===== src/rtl/nibble_serial_adder_pkg.sv =====
// nibble_adder_pkg: shared definitions for the nibble-serial adder.
//   NIBBLE        - width of one slice step (4 bits)
//   state_t       - FSM state type, with ST_IDLE / ST_RUN / ST_DONE constants
//   nibble_count  - number of nibble steps (N) for a given operand width
package nibble_adder_pkg;

  localparam int NIBBLE = 4;

  typedef logic [1:0] state_t;

  localparam state_t ST_IDLE = 2'd0;
  localparam state_t ST_RUN  = 2'd1;
  localparam state_t ST_DONE = 2'd2;

  function automatic int nibble_count(input int width);
    return width / NIBBLE;
  endfunction

endpackage


===== src/rtl/nibble_serial_adder_if.sv =====
// nibble_serial_adder_if: start/done handshake and operand/result bus.
//   start, a, b, c_in      - request side (driven by master)
//   busy, done, sum, c_out - response side (driven by slave)
//   ovf                    - signed overflow, only when OVERFLOW_FLAG_EN is defined
interface nibble_serial_adder_if #(
  parameter int WIDTH = 16
);

  logic             start;
  logic [WIDTH-1:0] a;
  logic [WIDTH-1:0] b;
  logic             c_in;
  logic             busy;
  logic             done;
  logic [WIDTH-1:0] sum;
  logic             c_out;
`ifdef OVERFLOW_FLAG_EN
  logic             ovf;
`endif

  modport master (
    output start, a, b, c_in,
`ifdef OVERFLOW_FLAG_EN
    input  ovf,
`endif
    input  busy, done, sum, c_out
  );

  modport slave (
    input  start, a, b, c_in,
`ifdef OVERFLOW_FLAG_EN
    output ovf,
`endif
    output busy, done, sum, c_out
  );

endinterface


===== src/rtl/four_ripple_carry_adder.sv =====
// four_ripple_carry_adder: purely combinational 4-bit ripple-carry adder slice.
//   a, b    - 4-bit addends
//   c_zero  - carry into bit 0
//   sum     - 4-bit sum
//   c_four  - carry out of bit 3
module four_ripple_carry_adder (
  input  logic [3:0] a,
  input  logic [3:0] b,
  input  logic       c_zero,
  output logic [3:0] sum,
  output logic       c_four
);

  // Ripple the carry bit by bit through four full adders.
  always_comb begin
    logic carry_s;
    carry_s = c_zero;
    sum     = 4'd0;
    for (int i = 0; i < 4; i++) begin
      sum[i]  = a[i] ^ b[i] ^ carry_s;
      carry_s = (a[i] & b[i]) | (carry_s & (a[i] ^ b[i]));
    end
    c_four = carry_s;
  end

endmodule


===== src/rtl/nibble_serial_adder.sv =====
// nibble_serial_adder: WIDTH-bit adder that processes one nibble per clock,
// LSB first, through a single four_ripple_carry_adder slice.
//   clk, rst_n  - rising-edge clock, asynchronous active-low reset
//   bus (slave) - start/a/b/c_in request, busy/done/sum/c_out response
// Optional feature: define OVERFLOW_FLAG_EN to add the registered signed
// overflow output bus.ovf.
// Latency is N = WIDTH/4 cycles from the accepting edge to done; a start in
// the done cycle is accepted immediately for back-to-back operation.
module nibble_serial_adder
  import nibble_adder_pkg::*;
#(
  parameter int WIDTH = 16
) (
  input logic                 clk,
  input logic                 rst_n,
  nibble_serial_adder_if.slave bus
);

  localparam int N    = nibble_count(WIDTH);
  localparam int IDXW = (N > 2) ? $clog2(N) : 1;
  localparam logic [IDXW-1:0] LAST_IDX = IDXW'(N - 1);

  if ((WIDTH % NIBBLE) != 0 || WIDTH < 8) begin : g_bad_width
    $error("nibble_serial_adder: WIDTH must be a multiple of 4 and at least 8");
  end

  state_t           state_r, next_state_s;
  logic [IDXW-1:0]  idx_r;
  logic [WIDTH-1:0] op_a_r, op_b_r, sum_r;
  logic             carry_r, c_out_r, busy_r, done_r;
  logic             accept_s, last_s;
  logic [3:0]       slice_sum_s;
  logic             slice_c_four_s;

  assign accept_s = bus.start && (state_r == ST_IDLE || state_r == ST_DONE);
  assign last_s   = (state_r == ST_RUN) && (idx_r == LAST_IDX);

  four_ripple_carry_adder u_slice (
    .a      (op_a_r[3:0]),
    .b      (op_b_r[3:0]),
    .c_zero (carry_r),
    .sum    (slice_sum_s),
    .c_four (slice_c_four_s)
  );

  // Next-state decode; start during RUN is deliberately ignored.
  always_comb begin
    next_state_s = state_r;
    case (state_r)
      ST_IDLE: begin
        if (accept_s) next_state_s = ST_RUN;
        else          next_state_s = ST_IDLE;
      end
      ST_RUN: begin
        if (last_s) next_state_s = ST_DONE;
        else        next_state_s = ST_RUN;
      end
      ST_DONE: begin
        if (accept_s) next_state_s = ST_RUN;
        else          next_state_s = ST_IDLE;
      end
      default: next_state_s = ST_IDLE;
    endcase
  end

  // FSM, nibble index, operand/sum shift registers and carry chain.
  always_ff @(posedge clk or negedge rst_n) begin
    if (!rst_n) begin
      state_r <= ST_IDLE;
      idx_r   <= '0;
      op_a_r  <= '0;
      op_b_r  <= '0;
      sum_r   <= '0;
      carry_r <= 1'b0;
      c_out_r <= 1'b0;
      busy_r  <= 1'b0;
      done_r  <= 1'b0;
    end else begin
      state_r <= next_state_s;
      // busy/done are registered copies of the state being entered.
      busy_r  <= (next_state_s == ST_RUN);
      done_r  <= (next_state_s == ST_DONE);
      if (accept_s) begin
        op_a_r  <= bus.a;
        op_b_r  <= bus.b;
        carry_r <= bus.c_in;
        idx_r   <= '0;
      end else if (state_r == ST_RUN) begin
        op_a_r  <= op_a_r >> NIBBLE;
        op_b_r  <= op_b_r >> NIBBLE;
        // Right-shift accumulation: after N steps nibble 0 sits at the bottom.
        sum_r   <= {slice_sum_s, sum_r[WIDTH-1:NIBBLE]};
        carry_r <= slice_c_four_s;
        idx_r   <= last_s ? '0 : idx_r + IDXW'(1'b1);
        if (last_s) begin
          c_out_r <= slice_c_four_s;
        end else begin
          c_out_r <= c_out_r;
        end
      end else begin
        op_a_r  <= op_a_r;
        op_b_r  <= op_b_r;
        carry_r <= carry_r;
        idx_r   <= idx_r;
      end
    end
  end

`ifdef OVERFLOW_FLAG_EN
  logic ovf_r;

  // Signed overflow: carry into the MSB (recovered from the MSB sum bit) XOR carry out.
  always_ff @(posedge clk or negedge rst_n) begin
    if (!rst_n) begin
      ovf_r <= 1'b0;
    end else if (last_s && !accept_s) begin
      ovf_r <= (op_a_r[3] ^ op_b_r[3] ^ slice_sum_s[3]) ^ slice_c_four_s;
    end else begin
      ovf_r <= ovf_r;
    end
  end

  assign bus.ovf = ovf_r;
`endif

  assign bus.busy  = busy_r;
  assign bus.done  = done_r;
  assign bus.sum   = sum_r;
  assign bus.c_out = c_out_r;

endmodule


===== src/flat_wrapper.sv =====
// flat-port wrapper written by rule: the top's interface ports become plain ports
module nibble_serial_adder_flat import nibble_adder_pkg::*;
#(
  parameter int WIDTH = 16
)
  (clk, rst_n, bus_start, bus_a, bus_b, bus_c_in, bus_busy, bus_done, bus_sum, bus_c_out);
  nibble_serial_adder_if #(.WIDTH(WIDTH)) bus_i ();
  input logic clk;
  input logic rst_n;
  input wire logic [$bits(bus_i.start)-1:0] bus_start;
  input wire logic [$bits(bus_i.a)-1:0] bus_a;
  input wire logic [$bits(bus_i.b)-1:0] bus_b;
  input wire logic [$bits(bus_i.c_in)-1:0] bus_c_in;
  output wire logic [$bits(bus_i.busy)-1:0] bus_busy;
  output wire logic [$bits(bus_i.done)-1:0] bus_done;
  output wire logic [$bits(bus_i.sum)-1:0] bus_sum;
  output wire logic [$bits(bus_i.c_out)-1:0] bus_c_out;
  assign bus_i.start = bus_start;
  assign bus_i.a = bus_a;
  assign bus_i.b = bus_b;
  assign bus_i.c_in = bus_c_in;
  assign bus_busy = bus_i.busy;
  assign bus_done = bus_i.done;
  assign bus_sum = bus_i.sum;
  assign bus_c_out = bus_i.c_out;
  nibble_serial_adder #(.WIDTH(WIDTH)) u_core (.clk(clk), .rst_n(rst_n), .bus(bus_i));
endmodule

===== config.mk =====
export PLATFORM = sky130hd
export DESIGN_NAME = nibble_serial_adder_flat
export DESIGN_NICKNAME = d
export VERILOG_FILES = /design/src/rtl/nibble_serial_adder_pkg.sv /design/src/rtl/nibble_serial_adder_if.sv /design/src/rtl/four_ripple_carry_adder.sv /design/src/rtl/nibble_serial_adder.sv /design/src/flat_wrapper.sv
export SDC_FILE = /design/constraint.sdc
export NUM_CORES = 1
export LEC_CHECK = 0
export ABC_AREA = 1
export BUFFER_PORTS_ARGS = -buffer_cell sky130_fd_sc_hd__buf_2
export CAP_MARGIN = 10
export CORE_ASPECT_RATIO = 1.4
export CORE_MARGIN = 2
export CORE_UTILIZATION = 35
export DETAILED_ROUTE_END_ITERATION = 7
export SYNTH_ARGS = -nofsm -noshare
export SYNTH_HDL_FRONTEND = slang
export SYNTH_SLANG_ARGS = --single-unit
export TNS_END_PERCENT = 1

===== constraint.sdc =====
create_clock -name clk -period 5.3 [get_ports clk]
set_input_delay 1.06 -clock clk [delete_from_list [all_inputs] [get_ports clk]]
set_output_delay 1.06 -clock clk [all_outputs]
set_load 0.02 [all_outputs]

==> results of run 1 <==
[registers in the layout, summed over array words and instances, names as in the netlist]
signal	count
u_core.state_r	2
u_core.bus.done	1
u_core.op_a_r	16
u_core.carry_r	1
u_core.op_b_r	16
u_core.bus.c_out	1
u_core.bus.busy	1
u_core.bus.sum	16
u_core.idx_r	2
[worst max-delay path, delay by kind of cell]
kind	cells	cell delay (ns)
simple gates	4	0.88
buf+inv	2	0.43
[metal layers]
metal / vias up / GRT usage
li1: 1085 / -
met1: 968 / 0.1764
met2: 51 / 0.2425
met3: 8 / 0.02801
met4: 0 / 0.05102
met5: - / 0
[cell families after synthesis]
logic type / after synthesis
AND/OR/NAND/NOR: 180
buffers and inverters: 67
flip-flops: 56
AO/OA/AOI/OAI: 20
adder cells (fa/ha/maj): 5
[power by group]
part,total (mW),switching (mW),internal (mW)
Sequential,0.742,0.119,0.624
Clock,0.235,0.129,0.106
Combinational,0.785,0.524,0.261
[worst paths after layout]
path / startpoint / slack (ns) / endpoint / cells past startpoint
max: bus_start / 3.11 / u_core.op_a_r[3] / 6
min: u_core.op_b_r[9] / 0.48 / u_core.op_b_r[9] / 2
max reg2reg: u_core.carry_r / 3.12 / u_core.bus.sum[15] / 8
min reg2reg: u_core.op_b_r[9] / 0.48 / u_core.op_b_r[9] / 2
max in group asynchronous: rst_n / 3.95 / u_core.bus.sum[11] / 2
min in group asynchronous: rst_n / 0.89 / u_core.bus.busy / 2
[layout make-up]
cell class | instances | share of cell area
sequential | 56 | 0.4605
inverter | 53 | 0.06620
tap | 97 | 0.03988
timing repair buffer | 57 | 0.09622
multi-input combinational | 205 | 0.3063
clock inverter | 1 | 0.002467
clock buffer | 7 | 0.02837
[synth_stat cells]
cell      count
dfrtp_1      56
nor2_1        4
buf_2         9
nand2_4       1
nand2_1     132
ha_1          1
nand2_2       2
nand3_1      41
fa_1          4
inv_1        50
inv_2         2
clkbuf_1      2
inv_4         1
o21ai_0      20
buf_4         3
[metrics by stage]
stage / utilization / power, mW / area (um^2) / hold slack, ns / std cells
floorplan: - / 1.338 / 2610 / 0.4422 / 328
global placement: 0.4022 / 1.524 / 2942 / 0.4566 / 467
detailed placement: 0.4022 / 1.547 / 2942 / 0.4593 / 467
CTS: 0.4150 / 1.788 / 3035 / 0.4834 / 475
global route: 0.4160 / 1.947 / 3043 / 0.5086 / 476
finish: 0.4160 / 1.763 / 3043 / 0.4788 / 476
==> Flow_metrics.wiki, run 1 <==
{| class="wikitable"
! Metric !! Value
|-
| Antenna violations before repair || 0
|-
| Flip-flop and latch count after synthesis || 56
|-
| Number of synthesis warnings || 0
|-
| Unrepaired setup endpoints after global routing || no
|-
| Clock tree from TritonCTS || done
|-
| Number of endpoints failing setup at the final stage || 0
|-
| Antenna cell count || 0
|-
| Area of the multi-input gates || 932.1 um^2
|-
| Initial detailed-routing violation count || 83
|-
| Maximum resistive drop on vdd || ~0.25 mV
|-
| Clk root buf || clkbuf_8
|-
| Post-synthesis sequential area ratio || 0.5369
|-
| Max-Cap Viols || 0
|-
| Class of the most critical setup path || input port to flop
|-
| Number of iterations in the first detailed-routing pass || 4
|-
| Time the final worst path needs with I/O delays and setup || 2.185 ns
|-
| Initial core utilization || 0.3568
|-
| Final clock period utilization by the worst path || 0.4123
|-
| Fraction of layout instances using a drive strength above 1 || 0.1847
|-
| Net Count, Synth || 369
|-
| Die footprint || around 0.0082 mm^2
|-
| Total via count in the routed design || between 2,000 and 2,500
|-
| Register cell area after layout || 0.001401 mm^2
|-
| RD Place Congestion || 0.7439
|-
| Synthesized area per cell || 7.957 um^2
|-
| Leak || 1.748 nW
|-
| Path type of the worst min-delay path || flop to flop
|-
| Synth top area share || 0.5369
|-
| Final HPWL DP || 3.692 mm
|-
| Total GRT Usage || 0.1413
|-
| Setup TNS Final || 0 ns
|-
| Slew at the pin closest to its max-slew limit || 0.7029 ns
|-
| Crit-path max cell delay || 0.37 ns
|-
| Max Clk Rate || 457.6 MHz
|-
| Top layer reached by signal wires || met4
|-
| Critical path capture point type || flop
|-
| Required arrival time at the worst endpoint || 5.49 ns
|-
| Relative max-transition margin || 0.5314
|-
| Buffers inserted during post-CTS setup optimization || 0
|-
| Post-Route M1 WL || 2.384 mm
|-
| Crit path arrival time || 2.38 ns
|-
| Fin. max-slew vios || 0
|-
| Final number of hold-violating endpoints || 0
|-
| CTS max path bufs || 2
|-
| Post-Route WL || 5.415 mm
|-
| Antenna Violating Nets Remaining || 0
|-
| Area fraction in and, or, nand and nor cells after synthesis || 0.2833
|-
| Height of the die || 106.2 um
|-
| Number of buffers inserted during clock tree synthesis || 5
|-
| Total met3 wirelength after detailed routing || 203 um
|-
| Ratio of total power to cell area || 579.3 mW/mm^2
|-
| Post_cts resized || 0
|-
| Most frequent cell on the critical path || nand2_1
|-
| Detail-routed net length per standard cell || ~11 um
|-
| Register clock-pin slew on the reported worst setup and hold paths || roughly 0.09 ns
|-
| Clk_lat worst skew || 0.30 ns
|-
| Multiplexer fraction of the synthesized cell area || 0
|-
| Cell-by-cell trace of the critical path || buf_2, nand2_2, nand2_4, inv_4, nand2_1, nand2_1
|-
| Die X-Extent || 76.99 um
|-
| Count of mapped cells out of synthesis || 328
|-
| Maximum fanout count along the critical path || 27
|-
| Detail Route met2 WL || 2.714 mm
|-
| Complex-gate fraction of the synthesized area || 0.03835
|-
| Post-Route Skew || 0.005393 ns
|-
| Maximum number of pins on one net before global-route repair || 57
|-
| Count of cell types in the netlist || 15
|-
| Port-buffer cells || 54
|-
| Average via count per standard cell || ~4.4
|-
| Row Count || 37
|-
| Pre-CTS WS || 2.529 ns
|-
| DRC violations left || 0
|-
| Top cells by area in the synthesized netlist || dfrtp_1, nand2_1, nand3_1
|-
| Number of global-route vias before repair || 2,050
|-
| Area growth, synth to finish || 16.59%
|-
| Area of the mapped netlist || about 0.0026 mm^2
|-
| Startpoint types || input port
|-
| Highest-count cells in the layout ignoring fill and taps || nand2_1, dfrtp_1, buf_2
|-
| Leading cell type in the layout, fill and taps excluded || nand2_1
|-
| Library cell occupying the most area in the post-synthesis netlist || dfrtp_1
|-
| Setup slack of the critical path after layout || 3.115 ns
|-
| Overflow left after global routing || 0
|-
| H-tree levels || 2
|-
| Global-route wire length before repair || 9.266 mm
|-
| Number of I/O pins || 55
|-
| Core footprint || 0.007315 mm^2
|-
| Number of sinks on the clock net || 56
|-
| Main combinational cell family by area after synthesis || simple AND/OR/NAND/NOR gates
|-
| Number of fill cells || roughly 790
|-
| Net count of the finished layout || 419
|-
| Total of hold buffers inserted after clock tree synthesis || 0
|-
| Adder-cell area share of the yosys netlist || 0.03547
|-
| Run status || complete, no violations
|-
| Parity-gate share of the synthesized area counting xor and xnor cells || 0
|-
| Slowest CP cell || nand2_2
|}
Power figures use the tool's default switching activity.
==> run 2, diff against run 1 <==
==> constraint.sdc (replaced) <==
create_clock -name clk -period 2.15 [get_ports clk]
set_input_delay 0.43 -clock clk [delete_from_list [all_inputs] [get_ports clk]]
set_output_delay 0.43 -clock clk [all_outputs]
set_load 0.02 [all_outputs]
==> run 2 against run 1 <==
Effect of this change: final cell count increased by 0.84%; hold slack got worse by 0.39 ns; highest routed layer unchanged; routed wire length increased by 3.0%; largest power group unchanged; design area increased by 2.3%; die area unchanged.
==> Flow_metrics.wiki, run 2 (synthesis gave the netlist of run 1 again) <==
{| class="wikitable"
! Metric !! Value
|-
| Number of I/O pins || 55 (unchanged)
|-
| Number of endpoints failing setup at the final stage || 0 (unchanged)
|-
| Overflow left after global routing || 0 (unchanged)
|-
| Initial core utilization || 0.3568 (unchanged)
|-
| Fraction of layout instances using a drive strength above 1 || 0.2063 (was 0.1847)
|-
| Clk root buf || clkbuf_8 (unchanged)
|-
| Leading cell type in the layout, fill and taps excluded || nand2_1 (unchanged)
|-
| Global-route wire length before repair || 9.770 mm (was 9.266 mm)
|-
| Ratio of total power to cell area || 1468 mW/mm^2 (was 579.3 mW/mm^2)
|-
| Antenna violations before repair || 0 (unchanged)
|-
| Final HPWL DP || 3.883 mm (was 3.692 mm)
|-
| Run status || complete, no violations (unchanged)
|-
| Post-route cell area || 0.003112 mm^2 (was 0.003043 mm^2)
|-
| Die footprint || 0.008174 mm^2 (unchanged)
|-
| Final Core Density || 0.4254 (was 0.4160)
|-
| Post-place instance area || 0.002984 mm^2 (was 0.002942 mm^2)
|-
| Row Count || 37 (unchanged)
|-
| Startpoint types || flop (was input port)
|-
| Clk_lat worst skew || 0.32 ns (was 0.30 ns)
|-
| Maximum resistive drop on vdd || 0.6161 mV (was 0.2518 mV)
|-
| Unrepaired setup endpoints after global routing || no (unchanged)
|-
| Critical path capture point type || flop (unchanged)
|-
| RD Place Congestion || 0.7555 (was 0.7439)
|-
| Max Clk Rate || 485.0 MHz
|-
| Area growth, synth to finish || 19.22% (was 16.59%)
|-
| Net count of the finished layout || 423 (was 419)
|-
| Slew at the pin closest to its max-slew limit || 0.5349 ns (was 0.7029 ns)
|-
| Comb power frac || 0.450 (was 0.445)
|-
| Antenna Violating Nets Remaining || 0 (unchanged)
|-
| Total power after layout || 4.568 mW (was 1.763 mW)
|-
| Height of the die || 106.2 um (unchanged)
|-
| Die X-Extent || 76.99 um (unchanged)
|-
| Cell-by-cell trace of the critical path || fa_2, inv_2, fa_1, inv_1, fa_2, inv_2, fa_1, o21ai_1 (was buf_2, nand2_2, nand2_4, inv_4, nand2_1, nand2_1)
|-
| Clock tree from TritonCTS || done (unchanged)
|-
| Number of cell instances on the worst register-to-register path || 8 (unchanged)
|-
| Max-Cap Viols || 0 (unchanged)
|-
| Setup slack of the critical path after layout || 0.08818 ns (was 3.115 ns)
|-
| Cell Int Power || 2.592 mW (was 991.5 uW)
|-
| Hold slack final || 0.08457 ns (was 0.4788 ns)
|-
| Setup TNS Final || 0 ns (unchanged)
|-
| Number of buffers inserted during clock tree synthesis || 5 (unchanged)
|-
| Core footprint || 0.007315 mm^2 (unchanged)
|-
| Total of hold buffers inserted after clock tree synthesis || 0 (unchanged)
|-
| Final clock period utilization by the worst path || 0.9590
|-
| Post-Route Skew || 0.01319 ns (was 0.005393 ns)
|-
| Slowest CP cell || dfrtp_1 (was nand2_2)
|-
| Number of global-route vias before repair || 2,185 (was 2,050)
|-
| Part of the power in the clock network || 0.156 (was 0.134)
|-
| Leak || 1.784 nW (was 1.748 nW)
|-
| Number of iterations in the first detailed-routing pass || 4 (unchanged)
|-
| Fin. max-slew vios || 0 (unchanged)
|-
| Total GRT Usage || 0.1475 (was 0.1413)
|-
| Final Instance Count excl. Fillers || 480 (was 476)
|-
| Highest-count cells in the layout ignoring fill and taps || nand2_1, dfrtp_1, buf_2 (unchanged)
|-
| Relative contribution of sequential cells to total power || 0.395 (was 0.421)
|-
| Initial detailed-routing violation count || 93 (was 83)
|-
| Pre-CTS WS || -0.04688 ns (was 2.529 ns)
|-
| Final number of hold-violating endpoints || 0 (unchanged)
|-
| CTS max path bufs || 2 (unchanged)
|-
| Maximum fanout count along the critical path || 2 (was 27)
|-
| Crit path arrival time || 2.30 ns (was 2.38 ns)
|-
| Maximum number of pins on one net before global-route repair || 36 (was 57)
|-
| Required arrival time at the worst endpoint || 2.39 ns (was 5.49 ns)
|-
| Detail-routed net length per standard cell || 11.62 um (was 11.38 um)
|-
| # placed instances || 471 (was 467)
|-
| Average via count per standard cell || 4.527 (was 4.437)
|-
| DRC violations left || 0 (unchanged)
|-
| Switching power of the nets || 1.975 mW (was 771.4 uW)
|-
| Time the final worst path needs with I/O delays and setup || 2.062 ns
|-
| Antenna cell count || 0 (unchanged)
|-
| Number of sinks on the clock net || 56 (unchanged)
|-
| Crit-path max cell delay || 0.42 ns (was 0.37 ns)
|-
| Class of the most critical setup path || flop to flop (was input port to flop)
|-
| Post-Route WL || 5.577 mm (was 5.415 mm)
|-
| H-tree levels || 2 (unchanged)
|-
| Relative max-transition margin || 0.6434 (was 0.5314)
|-
| Total via count in the routed design || 2,173 (was 2,112)
|-
| Number of fill cells || 782 (was 791)
|-
| Port-buffer cells || 54 (unchanged)
|-
| Path type of the worst min-delay path || input port to async pin (was flop to flop)
|-
| Register clock-pin slew on the reported worst setup and hold paths || 0.11 ns (was 0.09 ns)
|-
| Switch share || 0.4325 (was 0.4376)
|}
[run 2: area by class of cell]
cell class                 count  area, um^2  area share
timing repair buffer          61       335.3      0.1078
tap                           97       121.4     0.03900
multi-input combinational    205       937.1      0.3012
sequential                    56        1401      0.4503
inverter                      53       201.4     0.06474
clock inverter                 3       46.29     0.01488
clock buffer                   5       68.82     0.02212
[run 2: path summary, 6_finish.rpt]
path                                   start                 end  slack [ns]
hold reg to reg            u_core.bus.sum[2]   u_core.bus.sum[2]        0.48
hold / removal                         rst_n    u_core.op_a_r[9]        0.08
setup / recovery            u_core.op_a_r[0]  u_core.bus.sum[15]        0.09
max in group asynchronous              rst_n  u_core.bus.sum[15]        1.49
min in group clk                   bus_a[12]   u_core.op_a_r[12]        0.32
setup reg to reg            u_core.op_a_r[0]  u_core.bus.sum[15]        0.09
[run 2: per-layer routing]
| layer | routed length, um | track usage | vias up |
|---|---|---|---|
| li1 | - | - | 1097 |
| met1 | 2415 | 0.1722 | 1026 |
| met2 | 2881 | 0.2713 | 43 |
| met3 | 191 | 0.02716 | 7 |
| met4 | 89 | 0.04719 | 0 |
| met5 | 0 | 0 | - |
[run 2: what timing repair did]
item | CTS | global route
buffers inserted | 0 | 1
gates resized for setup | 2 | 3
setup endpoints to repair | 1 | 1
pin swaps | 1 | 2
[run 2: power groups by stage]
stage | Sequential, mW | Clock (mW) | Combinational (mW)
2_1_floorplan | 1.97 | 0 | 1.33
3_3_place_gp | 1.80 | 0 | 2.01
3_5_place_dp | 1.82 | 0 | 2.05
4_1_cts | 1.80 | 0.733 | 2.07
5_1_grt | 1.86 | 0.776 | 2.39
6_report | 1.80 | 0.710 | 2.05
[run 2: worst max-delay path: cells and delay by family (launching register included)]
| family | cells | cell delay, ns |
|---|---|---|
| AO/OA/AOI/OAI | 1 | 0.13 |
| adder cells (fa/ha/maj) | 4 | 1.27 |
| buffers and inverters | 3 | 0.17 |
| flip-flops | 1 | 0.42 |
==> run 3, diff against run 2 <==
--- a/config.mk
+++ b/config.mk
@@ -6,13 +6,14 @@
 export NUM_CORES = 1
 export LEC_CHECK = 0
 export ABC_AREA = 1
-export BUFFER_PORTS_ARGS = -buffer_cell sky130_fd_sc_hd__buf_2
 export CAP_MARGIN = 10
 export CORE_ASPECT_RATIO = 1.4
 export CORE_MARGIN = 2
 export CORE_UTILIZATION = 35
 export DETAILED_ROUTE_END_ITERATION = 7
+export DONT_BUFFER_PORTS = 1
 export SYNTH_ARGS = -nofsm -noshare
 export SYNTH_HDL_FRONTEND = slang
+export SYNTH_HIERARCHICAL = 1
 export SYNTH_SLANG_ARGS = --single-unit
 export TNS_END_PERCENT = 1
==> run 3 against run 2 <==
Effect of this change: utilization decreased by 2.6 points; final cell count decreased by 10%; maximum frequency decreased by 2.1%; synthesized cell count increased by 1.5%; total power increased by 1.8%; die area increased by 0.59%; worst setup slack got worse by 0.043 ns; clock power increased by 29%; clock skew decreased by 0.0031 ns; critical endpoint is now u_core/bus.sum[15].
==> Flow_metrics.wiki, run 3 <==
{| class="wikitable"
! Metric !! Value
|-
| Total GRT Usage || 0.1460 (was 0.1475)
|-
| Initial core utilization || 0.3590 (was 0.3568)
|-
| Adder-cell area share of the yosys netlist || 0.03525 (was 0.03547)
|-
| Top-count cell post-synth || nand2_1 (unchanged)
|-
| Die X-Extent || 77.21 um (was 76.99 um)
|-
| Post-synthesis sequential area ratio || 0.5336 (was 0.5369)
|-
| # placed instances || 421 (was 471)
|-
| Maximum fanout count along the critical path || 2 (unchanged)
|-
| Worst reg2reg path startpoint || u_core/op_a_r[0] (was u_core.op_a_r[0])
|-
| Antenna violations before repair || 0 (unchanged)
|-
| Number of cell instances on the worst register-to-register path || 10 (was 8)
|-
| Count of cell types in the netlist || 16 (was 15)
|-
| Number of iterations in the first detailed-routing pass || 4 (unchanged)
|-
| Main combinational cell family by area after synthesis || simple AND/OR/NAND/NOR gates (unchanged)
|-
| Global-route wire length before repair || 9.515 mm (was 9.770 mm)
|-
| Clk_lat worst skew || 0.31 ns (was 0.32 ns)
|-
| Post-Route WL || 5.448 mm (was 5.577 mm)
|-
| Net count of the finished layout || 374 (was 423)
|-
| Average via count per standard cell || 4.606 (was 4.527)
|-
| Total via count in the routed design || 1,985 (was 2,173)
|-
| Multiplexer fraction of the synthesized cell area || 0 (unchanged)
|-
| Final number of hold-violating endpoints || 0 (unchanged)
|-
| Run status || complete, no violations (unchanged)
|-
| Slew at the pin closest to its max-slew limit || 0.3649 ns (was 0.5349 ns)
|-
| Relative max-transition margin || 0.7565 (was 0.6434)
|-
| Synthesized area per cell || 7.887 um^2 (was 7.957 um^2)
|-
| Number of synthesized flops with an enable pin || 0 (unchanged)
|-
| Number of buffers inserted during clock tree synthesis || 5 (unchanged)
|-
| WHS Endpoint || u_core/op_a_r[12]
|-
| Max Clk Rate || 475.0 MHz (was 485.0 MHz)
|-
| Overflow left after global routing || 0 (unchanged)
|-
| Max-Cap Viols || 0 (unchanged)
|-
| Port-buffer cells || 0 (was 54)
|-
| Number of I/O pins || 55 (unchanged)
|-
| Setup slack of the worst register-to-register path || 0.04 ns (was 0.09 ns)
|-
| Setup TNS Final || 0 ns (unchanged)
|-
| Area growth, synth to finish || 11.20% (was 19.22%)
|-
| Unrepaired setup endpoints after global routing || yes (was no)
|-
| Number of endpoints failing setup at the final stage || 0 (unchanged)
|-
| Register clock-pin slew on the reported worst setup and hold paths || 0.10 ns (was 0.11 ns)
|-
| Path type of the worst min-delay path || input port to flop (was input port to async pin)
|-
| Highest-count cells in the layout ignoring fill and taps || nand2_1, dfrtp_1, inv_1 (was nand2_1, dfrtp_1, buf_2)
|-
| Initial detailed-routing violation count || 102 (was 93)
|-
| Fraction of layout instances using a drive strength above 1 || 0.07485 (was 0.2063)
|-
| Critical path capture point type || flop (unchanged)
|-
| Final clock period utilization by the worst path || 0.9792 (was 0.9590)
|-
| Ratio of total power to cell area || 1592 mW/mm^2 (was 1468 mW/mm^2)
|-
| Detail-routed net length per standard cell || 12.64 um (was 11.62 um)
|-
| Instance count along the most critical hold path || 2
|-
| Maximum number of pins on one net before global-route repair || 57 (was 36)
|-
| Total power after layout || 4.649 mW (was 4.568 mW)
|-
| Row Count || 37 (unchanged)
|-
| Fin. max-slew vios || 0 (unchanged)
|-
| Top flip-flop cell by instance count after synthesis || dfrtp_1 (unchanged)
|-
| Crit path arrival time || 2.35 ns (was 2.30 ns)
|-
| Number of synthesis warnings || 6 (was 0)
|-
| Count of mapped cells out of synthesis || 333 (was 328)
|-
| Final Instance Count excl. Fillers || 431 (was 480)
|-
| Synth top area share || 0.5336 (was 0.5369)
|-
| Worst Min Path Start || bus_a[12]
|-
| Library cell occupying the most area in the post-synthesis netlist || dfrtp_1 (unchanged)
|-
| Time the final worst path needs with I/O delays and setup || 2.105 ns (was 2.062 ns)
|-
| Net Count, Synth || 374 (was 369)
|-
| Required arrival time at the worst endpoint || 2.39 ns (about the same)
|-
| Antenna Violating Nets Remaining || 0 (unchanged)
|-
| Die footprint || 0.008222 mm^2 (was 0.008174 mm^2)
|-
| Core footprint || 0.007315 mm^2 (unchanged)
|-
| Number of sinks on the clock net || 56 (unchanged)
|-
| Hold slack final || 0.2341 ns (was 0.08457 ns)
|-
| Startpoint types || flop (unchanged)
|-
| Number of global-route vias before repair || 1,962 (was 2,185)
|-
| Area of the mapped netlist || 0.002626 mm^2 (was 0.002610 mm^2)
|-
| Complex-gate fraction of the synthesized area || 0.03811 (was 0.03835)
|-
| Leading cell type in the layout, fill and taps excluded || nand2_1 (unchanged)
|-
| Area fraction in and, or, nand and nor cells after synthesis || 0.2787 (was 0.2833)
|-
| Clock tree from TritonCTS || done (unchanged)
|-
| Antenna cell count || 0 (unchanged)
|-
| Async SR Flop Fraction || 1.000 (unchanged)
|-
| Class of the most critical setup path || flop to flop (unchanged)
|-
| Post-Route Skew || 0.01011 ns (was 0.01319 ns)
|-
| List of most frequent post-synthesis cells || nand2_1, inv_1, dfrtp_1, nand3_1, o21ai_0 (was nand2_1, dfrtp_1, inv_1, nand3_1, o21ai_0)
|-
| Height of the die || 106.5 um (was 106.2 um)
|-
| Parity-gate share of the synthesized area counting xor and xnor cells || 0 (unchanged)
|-
| Leak || 1.609 nW (was 1.784 nW)
|-
| Final HPWL DP || 3.715 mm (was 3.883 mm)
|-
| Flip-flop and latch count after synthesis || 56 (unchanged)
|-
| Endpoint of the lowest-slack register-to-register path || u_core/bus.sum[15] (was u_core.bus.sum[15])
|-
| Maximum resistive drop on vdd || 0.4711 mV (was 0.6161 mV)
|-
| Clk root buf || clkbuf_8 (unchanged)
|-
| H-tree levels || 2 (unchanged)
|-
| Buffers inserted during post-CTS setup optimization || 0 (unchanged)
|-
| RD Place Congestion || 0.7415 (was 0.7555)
|-
| CTS max path bufs || 2 (unchanged)
|-
| Top cells by area in the synthesized netlist || dfrtp_1, nand2_1, nand3_1 (unchanged)
|-
| DRC violations left || 0 (unchanged)
|}
==> run 3: power breakdown <==
part	switching, mW	internal (mW)	total [mW]
Combinational	1.12	0.591	1.71
Sequential	0.484	1.54	2.02
Clock	0.335	0.582	0.917
==> run 3: area by class of cell <==
cell class	instances	area [um^2]
Timing Repair Buffer	8	82.58
Inverter	59	224.0
Fill cell	807	4394
Multi-Input combinational cell	203	932.1
Sequential cell	56	1401
Clock buffer	5	68.82
Tap cell	97	121.4
Clock inverter	3	90.09
==> run 3: cells by family after synthesis <==
family | count (synthesis)
AO/OA/AOI/OAI | 20
buffers and inverters | 74
flip-flops | 56
adder cells (fa/ha/maj) | 5
AND/OR/NAND/NOR | 178
==> run 3: stage by stage <==
stage | setup slack (ns) | utilization | cell area (um^2)
after CTS | 0.004069 | 0.3989 | 2918
after global routing | -0.06136 | 0.3992 | 2920
final | 0.04480 | 0.3992 | 2920
after detailed placement | 0.01538 | 0.3714 | 2716
after floorplan | 0.1029 | - | 2626
after global placement | 0.03550 | 0.3714 | 2716
==> run 3: critical path, cell delays in order (launching register included) <==
cell and delay (ns):
dfrtp_1 0.42, fa_2 0.39, inv_2 0.06, fa_2 0.18
inv_2 0.04, fa_2 0.32, inv_2 0.06, fa_1 0.40
inv_1 0.06, nand2_1 0.05, nand2_1 0.06
==> run 3: worst max-delay path by stage <==
stage	from	end	slack [ns]	cells after the start
finish	u_core/op_a_r[0]	u_core/bus.sum[15]	0.04	10
global route	u_core/op_a_r[0]	u_core/bus.sum[15]	-0.06	10
CTS	u_core/carry_r	u_core/bus.sum[15]	0.004	10
detailed placement	u_core/op_a_r[0]	u_core/bus.sum[15]	0.02	10
global placement	u_core/op_a_r[0]	u_core/bus.sum[15]	0.04	10
floorplan	u_core/op_a_r[0]	u_core/bus.sum[15]	0.10	10
==> run 3: per-layer routing <==
metal	global-route usage	vias to the layer above	routed length (um)
met5	0	-	0
met4	0.04592	0	64
met3	0.03226	4	272
met2	0.2366	51	2621
met1	0.1943	932	2490
li1	-	998	-
==> run 3: what timing repair did <==
| action | 4_1_cts | 5_1_grt |
|---|---|---|
| pin swaps | 1 | 2 |
| gates resized for setup | 3 | 3 |
| setup endpoints to repair | 1 | 2 |
| hold buffers | 2 | 0 |
| endpoints found under the hold margin | 56 | 0 |
